File: config.mk
export PLATFORM = sky130hd
export DESIGN_NAME = suma_paso_fifo
export DESIGN_NICKNAME = d
export VERILOG_FILES = /design/src/rtl/suma_paso_fifo.sv
export SDC_FILE = /design/constraint.sdc
export NUM_CORES = 1
export LEC_CHECK = 0
export CORE_UTILIZATION = 50
export DETAILED_ROUTE_END_ITERATION = 10
export PLACE_DENSITY = 0.73
export SYNTH_ARGS = -nofsm -noshare
export SYNTH_HDL_FRONTEND = slang
export SYNTH_SLANG_ARGS = --single-unit
File: constraint.sdc
create_clock -name clk -period 4.05 [get_ports clk]
set_clock_uncertainty 0.2 [all_clocks]
set_input_delay 0.81 -clock clk [delete_from_list [all_inputs] [get_ports clk]]
set_output_delay 0.81 -clock clk [all_outputs]
set_load 0.1 [all_outputs]
File: src/rtl/suma_paso_fifo.sv
// suma_paso_fifo: streaming +STEP incrementer with carry/saturation flag and DEPTH-entry output FIFO
module suma_paso_fifo #(
    parameter int WIDTH    = 16,
    parameter int STEP     = 1,
    parameter bit SATURATE = 1'b0,
    parameter int DEPTH    = 4
) (
    input  logic             clk,
    input  logic             reset,
    input  logic             in_valid,
    output logic             in_ready,
    input  logic [WIDTH-1:0] tupla,
    output logic             out_valid,
    input  logic             out_ready,
    output logic [WIDTH-1:0] respuesta,
    output logic             acarreo,
    output logic [WIDTH-1:0] n_desb
);
    localparam int AW = $clog2(DEPTH);
    localparam logic [AW:0] FULL = (AW+1)'(DEPTH);
    localparam logic [WIDTH:0] STEP_W = (WIDTH+1)'(STEP);

    logic [WIDTH:0]   mem_q [DEPTH];
    logic [WIDTH:0]   mem_d [DEPTH];
    logic [AW-1:0]    wr_ptr_q, wr_ptr_d, rd_ptr_q, rd_ptr_d;
    logic [AW:0]      cnt_q, cnt_d;
    logic             in_ready_q, in_ready_d;
    logic             out_valid_q, out_valid_d;
    logic [WIDTH-1:0] respuesta_q, respuesta_d;
    logic             acarreo_q, acarreo_d;
    logic [WIDTH-1:0] n_desb_q, n_desb_d;
    logic [WIDTH:0]   sum;
    logic [WIDTH-1:0] res;
    logic [WIDTH:0]   head;
    logic             push, pop;

    // Handshakes, arithmetic at push, and next-state of pointers, storage and the head-of-queue registers.
    // in_ready comes only from registered occupancy, so a pop while full cannot admit a push that cycle.
    always_comb begin
        push        = in_valid & in_ready_q;
        pop         = out_valid_q & out_ready;
        sum         = {1'b0, tupla} + STEP_W;
        res         = (SATURATE && sum[WIDTH]) ? {WIDTH{1'b1}} : sum[WIDTH-1:0];
        wr_ptr_d    = wr_ptr_q + AW'(push);
        rd_ptr_d    = rd_ptr_q + AW'(pop);
        cnt_d       = cnt_q + (AW+1)'(push) - (AW+1)'(pop);
        mem_d       = mem_q;
        if (push) mem_d[wr_ptr_q] = {sum[WIDTH], res};
        head        = mem_d[rd_ptr_d];
        out_valid_d = cnt_d != '0;
        respuesta_d = out_valid_d ? head[WIDTH-1:0] : respuesta_q;
        acarreo_d   = out_valid_d ? head[WIDTH] : acarreo_q;
        in_ready_d  = cnt_d != FULL;
        n_desb_d    = n_desb_q + WIDTH'(push & sum[WIDTH]);
    end

    // Queue storage carries no reset: reset only needs to empty the queue, not clear its contents.
    always_ff @(posedge clk) begin
        mem_q <= mem_d;
    end

    // Control state and registered outputs; reset discards everything immediately.
    always_ff @(posedge clk or posedge reset) begin
        if (reset) begin
            wr_ptr_q    <= '0;
            rd_ptr_q    <= '0;
            cnt_q       <= '0;
            in_ready_q  <= 1'b0;
            out_valid_q <= 1'b0;
            respuesta_q <= '0;
            acarreo_q   <= 1'b0;
            n_desb_q    <= '0;
        end else begin
            wr_ptr_q    <= wr_ptr_d;
            rd_ptr_q    <= rd_ptr_d;
            cnt_q       <= cnt_d;
            in_ready_q  <= in_ready_d;
            out_valid_q <= out_valid_d;
            respuesta_q <= respuesta_d;
            acarreo_q   <= acarreo_d;
            n_desb_q    <= n_desb_d;
        end
    end

    assign in_ready  = in_ready_q;
    assign out_valid = out_valid_q;
    assign respuesta = respuesta_q;
    assign acarreo   = acarreo_q;
    assign n_desb    = n_desb_q;
endmodule

==> qor.yml <==
worstSetupStartpointType: "primary input"
hold_path.class: "reg -> reg"
ir_worst_vdd_mv: 0.624
syn_area_um2: 4630
grt_setup_unrepaired: "no"
ioPinCount: 55
row_count: 34
areaGrowthSynthToFinish_pct: 20.6
htree_levels: 3
grt_pass1_vias: 3631
outcome: "completed"
syn_nets: 516
critPathRequiredTime_ns: 4.11
synth_top_area_share: 0.294
ys.flop_type: "dfxtp_1"
fin_setup_tns_ns: 0
leakage_nw: 2.30
crit_top_cell: "ha_1"
yosysWarningCount: 0
cts_sinks: 110
cts_tree: "yes"
cp_cell_sequence: "clkdlybuf4s50_1 > ha_1 > nand3_2 > or3_1 > or3_2 > nor2_1 > ha_1 > ha_1 > nand2_1 > nor2_1 > nand3_1 > xnor2_1"
crit_fanout: 4
maxCapViolCount: 0
cts_inserted_buffers: 9
port_buffers: 54
cts_hold_buf: 0
final_nets: 576
syn_inst: 488
end_kind: "flop"
grt_overflow_total: 0
wl_per_cell_um: 16.5
cts-root-buf: "clkbuf_8"
placed_cells: 645
final.setup.worst_slack_ns: 0.390
core_area_um2: 8850
postCtsSetupBuffers: 0
grt_use_met1: 0.328
synth_edf_count: 0
fill_cells: 751
place_congestion: 0.819
antenna_left: 0
cp.arrival_ns: 3.72
max_freq_mhz: 273
setup_viol: 0
synth.distinct_cells: 50
hold_viol_final: 0
diodes: 0
ctsResizeCount: 0
p_per_area_nw_per_um2: 917
die_w_um: 98.2
die_area_um2: 9650
drive_above_1_share: 0.103
grt_pass1_wl_mm: 18.0
antenna_found_initial: 0
grt_max_degree: 30
grtUsageMet2: 0.384
first_iter_violations: 260
dpl.hpwl_mm: 7.70
clk_pin_slew_ns: 0.10
max_stage_delay_ns: 0.51
path_class: "in -> reg"
tightestPinTransition_ns: 1.14
cp_slowest_cell: "clkdlybuf4s50_1"
synth_common_cells: "68 x dfxtp_1, 67 x nand2_1, 61 x nor2_1"
die_y_um: 98.2
synth.most_common_cell: "dfxtp_1"
syn_avg_cell_area_um2: 9.49
synth_area_leaders: "dfxtp_1 29%, dfrtp_1 23%, nand2_1 5.4%, nor2_1 4.9%, xnor2_1 4.0%"
drc_errors: 0
synth-seq-cells: 110
post-route-period-util: 0.904
vias: 3777
grt_busiest_layer: "met2"
yosysTopAreaCell: "dfxtp_1"
drt-pass1-iter-count: 7
layout.cells.non_filler: 661
grtUsageTotal: 0.237
async_flop_share: 0.382
cts.path.max_buffers: 2
dpl_worst_slack_ns: 0.0295
via_per_inst: 5.71
drv_slew: 0
insertion_delay_ns: 0.37
period_needed_ns: 3.66
ys_seq_area_frac: 0.521
routed_wirelength_mm: 10.9
power.total_w: 0.00512
relSlewSlack: 0.234
initial_utilization: 0.523
grtUsageMet3: 0.0451
==> through the flow <==
step,hold slack (ns),instance area [um2],util
floorplan,0.206,4630,-
global placement,0.221,5360,0.606
detailed placement,0.233,5360,0.606
CTS,0.255,5580,0.631
global route,0.276,5580,0.631
finish,0.257,5580,0.631
==> power breakdown <==
group / internal, W / switching (W)
Clock: 0.000333 / 0.000387
Combinational: 0.000912 / 0.00176
Sequential: 0.00156 / 0.000168
==> worst max-delay path: cells and delay by family <==
| kind | cells | cell delay, ns |
|---|---|---|
| adder cells (fa/ha/maj) | 3 | 0.62 |
| XOR/XNOR | 1 | 0.14 |
| buffers and inverters | 1 | 0.51 |
| AND/OR/NAND/NOR | 7 | 1.63 |
==> cell usage in the layout, fill, tap and decap left out, types with 3 or more instances in the layout <==
cell and count:
buf_4 21, a311oi_1 4, xnor2_1 21, a22oi_1 6
and3_1 3, clkbuf_8 9, mux4_2 5, clkdlybuf4s50_1 54
a2111oi_0 3, mux2_2 5, nor2_1 61, nor3_1 9
nand3_1 11, nand2_1 67, dfxtp_1 68, a21oi_1 33
a211oi_1 9, a31oi_1 11, inv_1 9, o21ai_0 32
xor2_1 9, nand4_1 7, and2_1 3, ha_1 7
dfrtp_1 42, nor4_1 4
==> routing by layer <==
metal / share of wire / vias up
met5: 0 / -
met4: 0.0076 / 0
met3: 0.056 / 10
met2: 0.47 / 129
met1: 0.46 / 1802
li1: - / 1836
==> area by class of cell <==
class | count | area (um2) | share of cell area
Tap cell | 108 | 135 | 0.0242
Clock buffer | 10 | 149 | 0.0267
Timing Repair Buffer | 75 | 698 | 0.125
Clock inverter | 6 | 72.6 | 0.0130
Multi-Input combinational cell | 342 | 2080 | 0.372
Inverter | 10 | 37.5 | 0.00672
Sequential cell | 110 | 2410 | 0.432
==> registers in the layout, indices dropped and copies added, names as in the netlist, 2 cells and up <==
register / cells
n_desb: 16
mem_q: 68
cnt_q: 3
respuesta: 16
wr_ptr_q: 2
rd_ptr_q: 2
==> logic make-up after synthesis <==
group / share of synthesized area
XOR/XNOR: 0.0568
AO/OA/AOI/OAI: 0.149
adder cells (fa/ha/maj): 0.0232
AND/OR/NAND/NOR: 0.178
multiplexers: 0.0408
flip-flops: 0.521
buffers and inverters: 0.0311
==> path summary, 6_finish.rpt <==
kind / startpoint / end / slack [ns] / cells after the start
max: tupla[1] / n_desb[14]$_DFF_PP0_ / 0.39 / 12
min: mem_q[52]$_DFF_P_ / mem_q[52]$_DFF_P_ / 0.26 / 2
max reg2reg: in_ready$_DFF_PP0_ / respuesta[9]$_DFFE_PP0P_ / 0.88 / 13
min reg2reg: mem_q[52]$_DFF_P_ / mem_q[52]$_DFF_P_ / 0.26 / 2
max in group asynchronous: reset / respuesta[14]$_DFFE_PP0P_ / 2.25 / 3
min in group asynchronous: reset / respuesta[3]$_DFFE_PP0P_ / 0.69 / 2
Power figures use the tool's default switching activity.
